$ cat src/rtl/serial_subtractor.sv
// -----------------------------------------------------------------------------
// serial_subtractor
// Digit-serial subtractor that computes minuend - subtrahend - borrow_in on
// WIDTH-bit operands. It processes DIGIT bits per clock, least significant
// digit first. A single borrow register carries the borrow between digits.
// A separate result register keeps the previous result visible while a new
// operation runs.
//
// Ports
//   clk            rising-edge clock
//   rst_n          asynchronous active-low reset
//   i_start        request a new operation (ignored while o_busy)
//   i_minuend      operand A, captured on the accepting edge
//   i_subtrahend   operand B, captured on the accepting edge
//   i_borrow_in    initial borrow, captured on the accepting edge
//   o_busy         operation in progress
//   o_done         one-cycle pulse, results valid from this cycle
//   o_diff         A - B - borrow_in modulo 2^WIDTH
//   o_borrow_out   final borrow (unsigned A < B + borrow_in)
//   o_overflow     two's-complement overflow of the signed subtraction
//   o_zero         o_diff == 0
// -----------------------------------------------------------------------------
module serial_subtractor #(
    parameter int unsigned WIDTH = 16,
    parameter int unsigned DIGIT = 4
) (
    input  logic             clk,
    input  logic             rst_n,
    input  logic             i_start,
    input  logic [WIDTH-1:0] i_minuend,
    input  logic [WIDTH-1:0] i_subtrahend,
    input  logic             i_borrow_in,
    output logic             o_busy,
    output logic             o_done,
    output logic [WIDTH-1:0] o_diff,
    output logic             o_borrow_out,
    output logic             o_overflow,
    output logic             o_zero
);

    localparam int unsigned ND   = WIDTH / DIGIT;
    localparam int unsigned CW   = (ND > 1) ? $clog2(ND) : 1;
    localparam logic [CW-1:0] LAST = CW'(ND - 1);

    typedef enum logic [1:0] {
        S_IDLE = 2'd0,
        S_RUN  = 2'd1,
        S_DONE = 2'd2
    } state_t;

    state_t           r_state;
    state_t           w_state_nxt;
    logic             w_busy_nxt;
    logic             w_done_nxt;
    logic             r_busy;
    logic             r_done;

    logic [CW-1:0]    r_cnt;
    logic [WIDTH-1:0] r_a;
    logic [WIDTH-1:0] r_b;
    logic [WIDTH-1:0] r_diff;
    logic             r_borrow;
    logic             r_a_msb;
    logic             r_b_msb;

    logic [WIDTH-1:0] r_res_diff;
    logic             r_res_borrow;
    logic             r_res_ov;
    logic             r_res_zero;

    logic             w_accept;
    logic             w_run;
    logic             w_last;
    logic [DIGIT-1:0] w_a_dig;
    logic [DIGIT-1:0] w_b_dig;
    logic [DIGIT-1:0] w_d_dig;
    logic             w_b_out;
    logic [WIDTH-1:0] w_a_shift;
    logic [WIDTH-1:0] w_b_shift;
    logic [WIDTH-1:0] w_diff_nxt;

    // State register
    always_ff @(posedge clk or negedge rst_n) begin
        if (!rst_n) begin
            r_state <= S_IDLE;
        end else begin
            r_state <= w_state_nxt;
        end
    end

    // Next-state logic
    always_comb begin
        w_state_nxt = r_state;
        case (r_state)
            S_IDLE:  if (i_start) w_state_nxt = S_RUN;
            S_RUN:   if (r_cnt == LAST) w_state_nxt = S_DONE;
            S_DONE:  w_state_nxt = i_start ? S_RUN : S_IDLE;
            default: w_state_nxt = S_IDLE;
        endcase
    end

    // Output decode of the upcoming state, registered below so busy/done are flops
    always_comb begin
        w_busy_nxt = 1'b0;
        w_done_nxt = 1'b0;
        case (w_state_nxt)
            S_RUN:   w_busy_nxt = 1'b1;
            S_DONE:  w_done_nxt = 1'b1;
            default: ;
        endcase
    end

    always_ff @(posedge clk or negedge rst_n) begin
        if (!rst_n) begin
            r_busy <= 1'b0;
            r_done <= 1'b0;
        end else begin
            r_busy <= w_busy_nxt;
            r_done <= w_done_nxt;
        end
    end

    assign w_run    = (r_state == S_RUN);
    assign w_accept = (r_state != S_RUN) && i_start;
    assign w_last   = w_run && (r_cnt == LAST);
    assign w_a_dig  = r_a[DIGIT-1:0];
    assign w_b_dig  = r_b[DIGIT-1:0];

    // DIGIT-bit ripple of full-subtractor cells, seeded by the borrow register
    always_comb begin
        logic bw;
        bw      = r_borrow;
        w_d_dig = '0;
        for (int i = 0; i < int'(DIGIT); i++) begin
            w_d_dig[i] = w_a_dig[i] ^ w_b_dig[i] ^ bw;
            bw         = (~w_a_dig[i] & w_b_dig[i]) | (~(w_a_dig[i] ^ w_b_dig[i]) & bw);
        end
        w_b_out = bw;
    end

    // Operands shift right one digit per step; diff digits enter from the MSB end
    if (DIGIT < WIDTH) begin : g_multi
        assign w_a_shift  = {DIGIT'(0), r_a[WIDTH-1:DIGIT]};
        assign w_b_shift  = {DIGIT'(0), r_b[WIDTH-1:DIGIT]};
        assign w_diff_nxt = {w_d_dig, r_diff[WIDTH-1:DIGIT]};
    end else begin : g_single
        assign w_a_shift  = '0;
        assign w_b_shift  = '0;
        assign w_diff_nxt = w_d_dig;
    end

    // Working datapath: load on accept, one digit per RUN edge
    always_ff @(posedge clk or negedge rst_n) begin
        if (!rst_n) begin
            r_a      <= '0;
            r_b      <= '0;
            r_diff   <= '0;
            r_borrow <= 1'b0;
            r_cnt    <= '0;
            r_a_msb  <= 1'b0;
            r_b_msb  <= 1'b0;
        end else if (w_accept) begin
            r_a      <= i_minuend;
            r_b      <= i_subtrahend;
            r_diff   <= '0;
            r_borrow <= i_borrow_in;
            r_cnt    <= '0;
            r_a_msb  <= i_minuend[WIDTH-1];
            r_b_msb  <= i_subtrahend[WIDTH-1];
        end else if (w_run) begin
            r_a      <= w_a_shift;
            r_b      <= w_b_shift;
            r_diff   <= w_diff_nxt;
            r_borrow <= w_b_out;
            r_cnt    <= r_cnt + CW'(1);
        end
    end

    // Result register: only updated on the edge that finishes the last digit
    always_ff @(posedge clk or negedge rst_n) begin
        if (!rst_n) begin
            r_res_diff   <= '0;
            r_res_borrow <= 1'b0;
            r_res_ov     <= 1'b0;
            r_res_zero   <= 1'b0;
        end else if (w_last) begin
            r_res_diff   <= w_diff_nxt;
            r_res_borrow <= w_b_out;
            r_res_ov     <= (r_a_msb ^ r_b_msb) & (w_diff_nxt[WIDTH-1] ^ r_a_msb);
            r_res_zero   <= (w_diff_nxt == '0);
        end
    end

    assign o_busy       = r_busy;
    assign o_done       = r_done;
    assign o_diff       = r_res_diff;
    assign o_borrow_out = r_res_borrow;
    assign o_overflow   = r_res_ov;
    assign o_zero       = r_res_zero;

endmodule

$ cat config.mk
export PLATFORM = sky130hd
export DESIGN_NAME = serial_subtractor
export DESIGN_NICKNAME = d
export VERILOG_FILES = /design/src/rtl/serial_subtractor.sv
export SDC_FILE = /design/constraint.sdc
export NUM_CORES = 1
export LEC_CHECK = 0
export BUFFER_PORTS_ARGS = -buffer_cell sky130_fd_sc_hd__buf_2
export CAP_MARGIN = 25
export CORE_MARGIN = 3
export CORE_UTILIZATION = 55
export DETAILED_ROUTE_END_ITERATION = 6
export MAX_ROUTING_LAYER = met4
export PLACE_DENSITY = 0.79
export SLEW_MARGIN = 20
export SYNTH_ARGS = -nofsm -noshare
export SYNTH_HDL_FRONTEND = slang
export SYNTH_SLANG_ARGS = --single-unit
$ cat constraint.sdc
create_clock -name clk -period 3.1 [get_ports clk]
set_input_delay 0.465 -clock clk [delete_from_list [all_inputs] [get_ports clk]]
set_output_delay 0.465 -clock clk [all_outputs]
set_load 0.005 [all_outputs]
==> out/qor_table.md, run 1 <==
| Step | Metric | Value |
| --- | --- | --- |
| clock network | Post-CTS Resized | 0 |
| setup path | Type of element capturing the critical path | flop |
| floorplanning | Die Footprint | 0.00666 sq mm |
| power and ir drop | Sequential Power Share | 0.421 |
| drt | Count of nets left with antenna violations after detail routing | 0 |
| drt | Number of DRC violations after detailed-routing iteration 0 | 147 |
| floorplanning | Standard cell core area | 0.00530 sq mm |
| grt | Largest net degree at the start of global routing | 73 |
| floorplanning | # IOs | 57 |
| drt | Wire per inst | 15.0 um |
| yosys | Syn. warnings | 0 |
| power and ir drop | Share of power burned in the clock network | 0.242 |
| setup path | Top fanout value on the critical path | 5 |
| clock network | Clock tree from TritonCTS | done |
| timing | Worst slew margin relative to its limit | 0.399 |
| timing | Final-report setup violation count | 0 |
| yosys | Number of nets in the synthesized netlist | 314 |
| status | Result of the run | complete, no violations |
| drt | Via density per instance | 5.23 |
| cells and area | Nets | 368 |
| timing | Transition at the pin with the smallest max-transition slack | 902 ps |
| floorplanning | Die extent in y | 81.6 um |
| timing | Fin. max-slew vios | 0 |
| setup path | Type of the worst setup path | flop to flop |
| timing | Setup Skew | 8.42 ps |
| grt | Number of antenna violations at the first check in global routing | 1 |
| floorplanning | Number of standard-cell rows in the floorplan | 26 |
| cells and area | Number of cells in the finished layout apart from fillers | 403 |
| clock network | Max Buffers Root-to-Sink | 2 |
| yosys | Synthesis-stage register bit count | 72 |
| yosys | Post-synthesis instance area | 0.00314 sq mm |
| setup path | Required time of the critical path | 3360 ps |
| cells and area | Most common library cell in the layout ignoring fill and taps | sky130_fd_sc_hd__dfrtp_1 |
| clock network | Latest clock arrival within the worst-skew pair | 340 ps |
| timing | Setup_tns | 0 ps |
| cells and area | Filler Cells Inserted | 405 |
| power and ir drop | Pwr per Cell Area | 1030 mW/mm^2 |
| clock network | Number of buffers created by CTS | 9 |
| yosys | Fraction of registers with async set or reset after synthesis | 1.00 |
| hold path | Worst hold-check path type | input port to asynchronous set/reset pin |
| clock network | Buffer cell driving the clock tree root | sky130_fd_sc_hd__clkbuf_8 |
| power and ir drop | Net switching component of the power | 1280 uW |
| power and ir drop | Fraction of power spent switching nets | 0.338 |
| drt | DRC Markers | 0 |
| yosys | Synthesized area per cell | 11.5 sq um |
| yosys | Count of mapped cells out of synthesis | 273 |
| setup path | Worst reg2reg path endpoint | o_zero$_DFFE_PN0P_ |
| power and ir drop | Static leakage | 0.00186 uW |
| yosys | Sequential cell area fraction in the yosys report | 0.573 |
| cells and area | Syn-to-layout area delta | 17.0% |
| timing | Final period demand of the worst path | 2820 ps |
| grt | First-pass GRT wire length | 10300 um |
| timing | Hold Fails Final Rpt | 0 |
| power and ir drop | Cell internal power dissipation | 2510 uW |
| yosys | Number of enable flip-flop cells after synthesis | 0 |
| cells and area | Layout cell share with drive strength beyond 1 | 0.280 |
| placed design | RePlAce Congestion | 0.790 |
| cells and area | Most frequent cells in the layout | sky130_fd_sc_hd__dfrtp_1 (72), sky130_fd_sc_hd__buf_2 (56), sky130_fd_sc_hd__nand2_1 (51), sky130_fd_sc_hd__mux2i_1 (32), sky130_fd_sc_hd__o21ai_0 (24) |
| flow run | Number of max-cap violations | 0 |
| drt | WL final | 6060 um |
| clock network | Max H-tree Level | 3 |
| drt | Total via count in the routed design | 2107 |
| clock network | Count of buffers added by post-CTS timing repair for setup | 0 |
| drt | Router iterations before antenna repair | 4 |
| setup path | Reg-to-reg slack, setup | 280 ps |
| power and ir drop | Largest vdd supply drop | 0.486 mV |
| yosys | Dominant register cell in the synthesized netlist | sky130_fd_sc_hd__dfrtp_1 |
| grt | Total overflow reported by the global router | 0 |
| clock network | Register clock-pin slew on the reported worst setup and hold paths | 80 ps |
| placed design | Placed Instances | 386 |
| power and ir drop | Portion of total power attributed to combinational logic | 0.336 |
| setup path | Reg2Reg Launch Point | r_a[0]$_DFFE_PN0P_ |
| clock network | Sink count of the clock tree | 72 |
| floorplanning | Initial Util | 0.592 |
| cells and area | Fraction of the core area covered by cells at the end of the flow | 0.693 |
| placed design | Number of port buffers | 56 |
| grt | GR Util All Layers | 0.214 |
| placed design | HPWL Detailed | 4150 um |
| clock network | Cts hold-fix bufs | 0 |
| grt | Vias in the first global route | 2126 |
| setup path | Critical Path Source Type | flop |
| setup path | Arrival time of the worst setup path | 3080 ps |
| timing | Final Cycle Share | 0.910 |
| power and ir drop | Total power consumption of the routed design | 3790 uW |
| yosys | Unique cell type count in the Yosys netlist | 29 |
| floorplanning | Chip width | 81.6 um |
| timing | Setup repair after global routing missed its margin | false |
| timing | Highest attainable clock frequency | 354 MHz |
| setup path | Worst-case reg-to-reg path depth | 9 |
[power groups by stage]
stage | Combinational, uW | Sequential (uW) | Clock (uW)
floorplan | 973 | 1550 | 0
detailed placement | 1280 | 1610 | 0
finish | 1270 | 1600 | 919
CTS | 1290 | 1590 | 938
global placement | 1230 | 1590 | 0
global route | 1450 | 1650 | 974
[worst max-delay path, stage by stage (launching register included)]
cell and delay, ps:
sky130_fd_sc_hd__dfrtp_1 370, sky130_fd_sc_hd__inv_1 70, sky130_fd_sc_hd__fa_1 440, sky130_fd_sc_hd__fa_1 390, sky130_fd_sc_hd__fa_1 360, sky130_fd_sc_hd__inv_1 70
sky130_fd_sc_hd__fa_1 470, sky130_fd_sc_hd__nor4_1 300, sky130_fd_sc_hd__nand4_1 110, sky130_fd_sc_hd__o21ai_0 150
[Yosys cell counts (3+ instances only)]
cell type	number	area (sq um)
sky130_fd_sc_hd__buf_2	7	35.0
sky130_fd_sc_hd__mux2_2	9	101
sky130_fd_sc_hd__nor2_1	8	30.0
sky130_fd_sc_hd__fa_1	4	80.1
sky130_fd_sc_hd__mux2_4	6	90.1
sky130_fd_sc_hd__nor2b_1	3	18.8
sky130_fd_sc_hd__nand2_1	51	191
sky130_fd_sc_hd__buf_6	4	45.0
sky130_fd_sc_hd__o21ai_1	20	100
sky130_fd_sc_hd__dfrtp_1	72	1800
sky130_fd_sc_hd__o21ai_0	24	120
sky130_fd_sc_hd__mux2i_1	32	320
sky130_fd_sc_hd__nand3_1	4	20.0
sky130_fd_sc_hd__inv_1	8	30.0
sky130_fd_sc_hd__buf_4	3	22.5
[worst max path at each step]
stage,start,endpoint,slack [ps],depth (start not counted)
after floorplan,r_a[0]$_DFFE_PN0P_,o_zero$_DFFE_PN0P_,460,9
after global placement,r_a[0]$_DFFE_PN0P_,o_zero$_DFFE_PN0P_,400,9
after detailed placement,r_a[0]$_DFFE_PN0P_,o_zero$_DFFE_PN0P_,300,9
after CTS,r_a[0]$_DFFE_PN0P_,o_zero$_DFFE_PN0P_,280,9
after global routing,r_a[0]$_DFFE_PN0P_,o_zero$_DFFE_PN0P_,110,9
final,r_a[0]$_DFFE_PN0P_,o_zero$_DFFE_PN0P_,280,9
[logic make-up after synthesis]
logic type / count (synthesis) / synth area share
AO/OA/AOI/OAI: 49 / 0.0797
adder cells (fa/ha/maj): 5 / 0.0295
buffers and inverters: 26 / 0.0526
flip-flops: 72 / 0.573
multiplexers: 47 / 0.163
AND/OR/NAND/NOR: 74 / 0.102
[layout make-up]
cell class / instances / area [sq um] / share of cell area
inverters: 8 / 30.0 / 0.00817
multi-input cells: 175 / 1180 / 0.322
clock inverters: 5 / 103 / 0.0279
diodes: 1 / 2.50 / 0.000681
well taps: 70 / 87.6 / 0.0238
clock buffers: 11 / 151 / 0.0412
flip-flops and latches: 72 / 1800 / 0.490
repair buffers: 61 / 318 / 0.0865
[sequential cells by signal (all words and copies together) (netlist names)]
name	count
r_a_msb	1
r_b	16
o_zero	1
r_b_msb	1
r_a	16
o_busy	1
r_diff	12
r_borrow	1
o_overflow	1
r_state	2
r_cnt	2
o_diff	16
o_done	1
o_borrow_out	1
[per-layer routing]
layer | vias to the layer above | share of wire | global-route usage
met5 | - | 0 | -
met4 | 0 | 0.012 | 0.0914
met3 | 7 | 0.060 | 0.0625
met2 | 67 | 0.45 | 0.296
met1 | 998 | 0.48 | 0.294
li1 | 1035 | - | -
[metrics by stage]
step           area [sq um]  setup WS, ps  hold slack [ps]
2_1_floorplan          3140           464              169
4_1_cts                3670           281              353
6_report               3680           278              319
5_1_grt                3680           112              386
3_5_place_dp           3420           298              466
3_3_place_gp           3420           400              456
Power figures use the tool's default switching activity.
==> run 2, diff against run 1 <==
Settings changed: CORE_ASPECT_RATIO set to 1.1.
==> run 2 against run 1 <==
Effect of this change:
- final area down 0.27%
- clock skew grew 0.62 ps
- sequential share of layout area increased by 0.13 points
- count of clock-buffer cells in the layout fell by 1
- sequential power about the same
- routed wire length rose by 0.23%
- maximum frequency down 2.5%
- critical path depth unchanged
- critical endpoint unchanged
==> out/qor_table.md, run 2 (synthesis results as in run 1) <==
| Step | Metric | Value | vs previous |
| --- | --- | --- | --- |
| status | Result of the run | complete, no violations | unchanged |
| hold path | Worst hold-check path type | input port to asynchronous set/reset pin | unchanged |
| power and ir drop | Largest vdd supply drop | 0.591 mV | was 0.486 mV |
| timing | Setup Skew | 9.04 ps | was 8.42 ps |
| grt | Number of antenna violations at the first check in global routing | 0 | was 1 |
| drt | Total via count in the routed design | 2129 | was 2107 |
| drt | Router iterations before antenna repair | 4 | unchanged |
| placed design | HPWL Detailed | 4240 um | was 4150 um |
| setup path | Top fanout value on the critical path | 5 | unchanged |
| setup path | Worst-case reg-to-reg path depth | 9 | unchanged |
| clock network | Max H-tree Level | 3 | unchanged |
| clock network | Sink count of the clock tree | 72 | unchanged |
| flow run | Number of max-cap violations | 0 | unchanged |
| clock network | Max Buffers Root-to-Sink | 2 | unchanged |
| power and ir drop | Pwr per Cell Area | 1020 mW/mm^2 | was 1030 mW/mm^2 |
| drt | Count of nets left with antenna violations after detail routing | 0 | unchanged |
| setup path | Required time of the critical path | 3370 ps | was 3360 ps |
| grt | Total overflow reported by the global router | 0 | unchanged |
| floorplanning | Number of standard-cell rows in the floorplan | 28 | was 26 |
| cells and area | Most frequent cells in the layout | sky130_fd_sc_hd__dfrtp_1 (72), sky130_fd_sc_hd__buf_2 (56), sky130_fd_sc_hd__nand2_1 (51), sky130_fd_sc_hd__mux2i_1 (32), sky130_fd_sc_hd__o21ai_0 (24) | unchanged |
| placed design | Post-place instance area | 0.00343 sq mm | was 0.00342 sq mm |
| drt | Number of DRC violations after detailed-routing iteration 0 | 141 | was 147 |
| timing | Final Cycle Share | 0.934 | was 0.910 |
| drt | DRC Markers | 0 | unchanged |
| grt | Vias in the first global route | 2086 | was 2126 |
| timing | Final period demand of the worst path | 2900 ps | was 2820 ps |
| clock network | Number of buffers created by CTS | 9 | unchanged |
| timing | Hold Fails Final Rpt | 0 | unchanged |
| cells and area | Fraction of the core area covered by cells at the end of the flow | 0.671 | was 0.693 |
| clock network | Post-CTS Resized | 0 | unchanged |
| cells and area | Filler Cells Inserted | 434 | was 405 |
| drt | Via density per instance | 5.24 | was 5.23 |
| timing | Transition at the pin with the smallest max-transition slack | 773 ps | was 902 ps |
| cells and area | Layout cell share with drive strength beyond 1 | 0.275 | was 0.280 |
| floorplanning | Initial Util | 0.575 | was 0.592 |
| floorplanning | Chip width | 78.1 um | was 81.6 um |
| placed design | RePlAce Congestion | 0.855 | was 0.790 |
| timing | Highest attainable clock frequency | 345 MHz | was 354 MHz |
| grt | GR Util All Layers | 0.209 | was 0.214 |
| cells and area | Number of cells in the finished layout apart from fillers | 406 | was 403 |
| cells and area | Syn-to-layout area delta | 16.7% | was 17.0% |
| cells and area | Nets | 367 | was 368 |
| cells and area | Most common library cell in the layout ignoring fill and taps | sky130_fd_sc_hd__dfrtp_1 | unchanged |
| setup path | Worst reg2reg path endpoint | o_zero$_DFFE_PN0P_ | unchanged |
| timing | Worst slew margin relative to its limit | 0.485 | was 0.399 |
| setup path | Type of element capturing the critical path | flop | unchanged |
| timing | Setup repair after global routing missed its margin | false | unchanged |
| power and ir drop | Static leakage | 0.00185 uW | was 0.00186 uW |
| placed design | Placed Instances | 390 | was 386 |
| timing | Final-report setup violation count | 0 | unchanged |
| cells and area | Antenna diode count | 0 | was 1 |
| floorplanning | Die extent in y | 85.3 um | was 81.6 um |
| drt | WL final | 6080 um | was 6060 um |
| floorplanning | # IOs | 57 | unchanged |
| clock network | Clock tree from TritonCTS | done | unchanged |
| setup path | Critical Path Source Type | flop | unchanged |
| setup path | Type of the worst setup path | flop to flop | unchanged |
| clock network | Cts hold-fix bufs | 0 | unchanged |
| floorplanning | Die Footprint | 0.00666 sq mm | about the same |
| timing | Setup_tns | 0 ps | unchanged |
| floorplanning | Standard cell core area | 0.00547 sq mm | was 0.00530 sq mm |
| timing | Fin. max-slew vios | 0 | unchanged |
| clock network | Register clock-pin slew on the reported worst setup and hold paths | 80 ps | about the same |
| placed design | Number of port buffers | 56 | unchanged |
| drt | Wire per inst | 15.0 um | about the same |
| grt | First-pass GRT wire length | 10200 um | was 10300 um |
| clock network | Buffer cell driving the clock tree root | sky130_fd_sc_hd__clkbuf_8 | unchanged |
| clock network | Count of buffers added by post-CTS timing repair for setup | 0 | unchanged |
| grt | Largest net degree at the start of global routing | 53 | was 73 |
| clock network | Latest clock arrival within the worst-skew pair | 350 ps | was 340 ps |
| setup path | Reg-to-reg slack, setup | 200 ps | was 280 ps |
| cells and area | Design area | 0.00367 sq mm | was 0.00368 sq mm |
| setup path | Arrival time of the worst setup path | 3170 ps | was 3080 ps |
| setup path | Reg2Reg Launch Point | r_a[0]$_DFFE_PN0P_ | unchanged |
run 2: where the power goes:
group	internal, uW	switching [uW]	total [uW]
clock network	532	349	881
registers	1330	265	1600
logic	594	676	1270
run 2: layout make-up:
| class | count | area, sq um | area share |
|---|---|---|---|
| Inverter | 8 | 30.0 | 0.00819 |
| Tap cell | 75 | 93.8 | 0.0256 |
| Sequential cell | 72 | 1800 | 0.491 |
| Timing Repair Buffer | 60 | 323 | 0.0881 |
| Multi-Input combinational cell | 175 | 1180 | 0.323 |
| Clock inverter | 6 | 108 | 0.0294 |
| Clock buffer | 10 | 128 | 0.0348 |
run 2: worst max path at each step:
| stage | from | endpoint | slack, ps | depth (start not counted) |
|---|---|---|---|---|
| floorplan | r_a[0]$_DFFE_PN0P_ | o_zero$_DFFE_PN0P_ | 460 | 9 |
| global placement | r_a[0]$_DFFE_PN0P_ | o_zero$_DFFE_PN0P_ | 400 | 9 |
| detailed placement | r_a[0]$_DFFE_PN0P_ | o_zero$_DFFE_PN0P_ | 190 | 9 |
| CTS | r_a[0]$_DFFE_PN0P_ | o_zero$_DFFE_PN0P_ | 180 | 9 |
| global route | r_a[0]$_DFFE_PN0P_ | o_zero$_DFFE_PN0P_ | 60 | 9 |
| finish | r_a[0]$_DFFE_PN0P_ | o_zero$_DFFE_PN0P_ | 200 | 9 |
run 2: metal layers:
layer | global-route usage | vias up | routed length [um]
met5 | - | - | 0
met4 | 0.0795 | 0 | 172
met3 | 0.0711 | 18 | 377
met2 | 0.312 | 69 | 2830
met1 | 0.265 | 1007 | 2700
li1 | - | 1035 | -
run 2: metrics by stage:
stage	worst slack (ps)	hold WS [ps]	total power, uW
floorplan	464	169	2520
global placement	399	461	2810
detailed placement	190	469	2890
CTS	179	200	3780
global route	55.6	225	4030
finish	205	191	3750
run 2: worst max-delay path, stage by stage, from the launching register on:
cell                      delay, ps
sky130_fd_sc_hd__dfrtp_1        360
sky130_fd_sc_hd__inv_1           60
sky130_fd_sc_hd__fa_1           440
sky130_fd_sc_hd__fa_1           410
sky130_fd_sc_hd__fa_1           380
sky130_fd_sc_hd__inv_1           80
sky130_fd_sc_hd__fa_1           470
sky130_fd_sc_hd__nor4_1         330
sky130_fd_sc_hd__nand4_1        130
sky130_fd_sc_hd__o21ai_0        160
==> run 3, diff against run 2 <==
==> constraint.sdc (replaced) <==
create_clock -name clk -period 3.1 [get_ports clk]
set_input_delay 0.93 -clock clk [delete_from_list [all_inputs] [get_ports clk]]
set_output_delay 0.93 -clock clk [all_outputs]
set_load 0.005 [all_outputs]
==> run 3 against run 2 <==
Effect of this change:
- sequential share of layout area decreased by 0.050 points
- routed wire length decreased by 1.8%
- worst hold slack improved by 280 ps
- critical path depth unchanged
- combinational power about the same
- final area increased by 0.10%
- clock skew decreased by 2.7 ps
- maximum frequency increased by 0.60%
==> out/qor_table.md, run 3 (synthesis results as in run 1) <==
| Step | Metric | Value | vs previous |
| --- | --- | --- | --- |
| drt | Router iterations before antenna repair | 4 | unchanged |
| setup path | Critical Path Source Type | flop | unchanged |
| cells and area | Syn-to-layout area delta | 16.8% | was 16.7% |
| drt | WL final | 5970 um | was 6080 um |
| cells and area | Design area | 0.00367 sq mm | about the same |
| placed design | Placed Instances | 392 | was 390 |
| cells and area | Nets | 369 | was 367 |
| drt | Number of DRC violations after detailed-routing iteration 0 | 117 | was 141 |
| floorplanning | Die extent in y | 85.3 um | unchanged |
| clock network | Number of buffers created by CTS | 9 | unchanged |
| clock network | Post-CTS Resized | 0 | unchanged |
| timing | Hold Fails Final Rpt | 0 | unchanged |
| flow run | Number of max-cap violations | 0 | unchanged |
| grt | First-pass GRT wire length | 10300 um | was 10200 um |
| timing | Transition at the pin with the smallest max-transition slack | 678 ps | was 773 ps |
| timing | Setup Skew | 6.32 ps | was 9.04 ps |
| cells and area | Number of cells in the finished layout apart from fillers | 408 | was 406 |
| timing | Final period demand of the worst path | 2880 ps | was 2900 ps |
| setup path | Required time of the critical path | 3360 ps | was 3370 ps |
| drt | Wire per inst | 14.6 um | was 15.0 um |
| placed design | HPWL Detailed | 4240 um | about the same |
| clock network | Register clock-pin slew on the reported worst setup and hold paths | 70 ps | was 80 ps |
| drt | Count of nets left with antenna violations after detail routing | 0 | unchanged |
| setup path | Type of element capturing the critical path | flop | unchanged |
| timing | Final-report setup violation count | 0 | unchanged |
| cells and area | Most common library cell in the layout ignoring fill and taps | sky130_fd_sc_hd__dfrtp_1 | unchanged |
| placed design | RePlAce Congestion | 0.852 | was 0.855 |
| timing | Setup repair after global routing missed its margin | false | unchanged |
| cells and area | Antenna diode count | 0 | unchanged |
| clock network | Cts hold-fix bufs | 0 | unchanged |
| cells and area | Fraction of the core area covered by cells at the end of the flow | 0.671 | about the same |
| floorplanning | Chip width | 78.1 um | unchanged |
| setup path | Top fanout value on the critical path | 5 | unchanged |
| clock network | Latest clock arrival within the worst-skew pair | 340 ps | was 350 ps |
| setup path | Arrival time of the worst setup path | 3140 ps | was 3170 ps |
| placed design | Number of port buffers | 56 | unchanged |
| status | Result of the run | complete, no violations | unchanged |
| timing | Fin. max-slew vios | 0 | unchanged |
| power and ir drop | Pwr per Cell Area | 1000 mW/mm^2 | was 1020 mW/mm^2 |
| floorplanning | Standard cell core area | 0.00547 sq mm | unchanged |
| clock network | Max Buffers Root-to-Sink | 2 | unchanged |
| clock network | Buffer cell driving the clock tree root | sky130_fd_sc_hd__clkbuf_8 | unchanged |
| cells and area | Most frequent cells in the layout | sky130_fd_sc_hd__dfrtp_1 (72), sky130_fd_sc_hd__buf_2 (56), sky130_fd_sc_hd__nand2_1 (51), sky130_fd_sc_hd__mux2i_1 (32), sky130_fd_sc_hd__o21ai_0 (24) | unchanged |
| cells and area | Layout cell share with drive strength beyond 1 | 0.282 | was 0.275 |
| setup path | Type of the worst setup path | flop to flop | unchanged |
| clock network | Max H-tree Level | 3 | unchanged |
| cells and area | Filler Cells Inserted | 433 | was 434 |
| grt | Largest net degree at the start of global routing | 46 | was 53 |
| placed design | Post-place instance area | 0.00345 sq mm | was 0.00343 sq mm |
| drt | Total via count in the routed design | 2110 | was 2129 |
| timing | Highest attainable clock frequency | 347 MHz | was 345 MHz |
| grt | Vias in the first global route | 2117 | was 2086 |
| clock network | Count of buffers added by post-CTS timing repair for setup | 0 | unchanged |
| floorplanning | Die Footprint | 0.00666 sq mm | unchanged |
| floorplanning | Initial Util | 0.575 | unchanged |
| floorplanning | # IOs | 57 | unchanged |
| power and ir drop | Static leakage | 0.00186 uW | was 0.00185 uW |
| grt | Total overflow reported by the global router | 0 | unchanged |
| timing | Setup_tns | 0 ps | unchanged |
| clock network | Sink count of the clock tree | 72 | unchanged |
| power and ir drop | Largest vdd supply drop | 0.687 mV | was 0.591 mV |
| timing | Final Cycle Share | 0.928 | was 0.934 |
| clock network | Clock tree from TritonCTS | done | unchanged |
| grt | GR Util All Layers | 0.208 | was 0.209 |
| drt | DRC Markers | 0 | unchanged |
| hold path | Worst hold-check path type | flop to flop | was input port to asynchronous set/reset pin |
| drt | Via density per instance | 5.17 | was 5.24 |
| grt | Number of antenna violations at the first check in global routing | 0 | unchanged |
| timing | Worst slew margin relative to its limit | 0.548 | was 0.485 |
| floorplanning | Number of standard-cell rows in the floorplan | 28 | unchanged |
[run 3: changes by cell type in the layout (fill, tap and decap cells not counted)]
cell	delta
sky130_fd_sc_hd__buf_4	+2
sky130_fd_sc_hd__bufinv_16	-2
sky130_fd_sc_hd__clkinvlp_4	-1
sky130_fd_sc_hd__clkinv_2	-1
sky130_fd_sc_hd__nor4_2	+1
sky130_fd_sc_hd__nor4_1	-1
sky130_fd_sc_hd__clkbuf_8	+4
[run 3: report_power, final]
group | internal, uW | switching (uW) | leakage, uW
Clock | 459 | 331 | 0.000113
Sequential | 1330 | 268 | 0.000921
Combinational | 610 | 674 | 0.000826
[run 3: metrics by stage]
| stage | hold slack (ps) | worst slack (ps) | total power (uW) |
|---|---|---|---|
| global route | 513 | 20.4 | 3950 |
| detailed placement | 466 | 193 | 2900 |
| finish | 472 | 222 | 3670 |
| CTS | 483 | 168 | 3700 |
| floorplan | 449 | 464 | 2520 |
| global placement | 460 | 386 | 2830 |
[run 3: layout make-up]
class / instances / area [sq um] / area share
flip-flops and latches: 72 / 1800 / 0.491
multi-input cells: 175 / 1190 / 0.324
repair buffers: 62 / 338 / 0.0921
clock buffers: 14 / 183 / 0.0498
well taps: 75 / 93.8 / 0.0256
clock inverters: 2 / 35.0 / 0.00955
inverters: 8 / 30.0 / 0.00818
[run 3: path summary, 6_finish.rpt]
| kind | start | end | slack (ps) | cells past startpoint |
|---|---|---|---|---|
| max in group asynchronous | rst_n | r_b[15]$_DFFE_PN0P_ | 1820 | 2 |
| hold / removal | o_diff[12]$_DFFE_PN0P_ | o_diff[12]$_DFFE_PN0P_ | 470 | 2 |
| setup / recovery | r_a[0]$_DFFE_PN0P_ | o_zero$_DFFE_PN0P_ | 220 | 9 |
| setup reg to reg | r_a[0]$_DFFE_PN0P_ | o_zero$_DFFE_PN0P_ | 220 | 9 |
| hold reg to reg | o_diff[12]$_DFFE_PN0P_ | o_diff[12]$_DFFE_PN0P_ | 470 | 2 |
| min in group asynchronous | rst_n | o_diff[10]$_DFFE_PN0P_ | 620 | 1 |
[run 3: per-layer routing]
layer,wire (um),track usage
met5,0,-
met2,2880,0.319
met4,114,0.0906
met3,257,0.0456
met1,2710,0.269
[run 3: worst max-delay path, cell delays in order (launching register included)]
cell	delay [ps]
sky130_fd_sc_hd__dfrtp_1	360
sky130_fd_sc_hd__inv_1	60
sky130_fd_sc_hd__fa_1	440
sky130_fd_sc_hd__fa_1	390
sky130_fd_sc_hd__fa_1	380
sky130_fd_sc_hd__inv_1	80
sky130_fd_sc_hd__fa_1	480
sky130_fd_sc_hd__nor4_2	320
sky130_fd_sc_hd__nand4_1	120
sky130_fd_sc_hd__o21ai_0	160
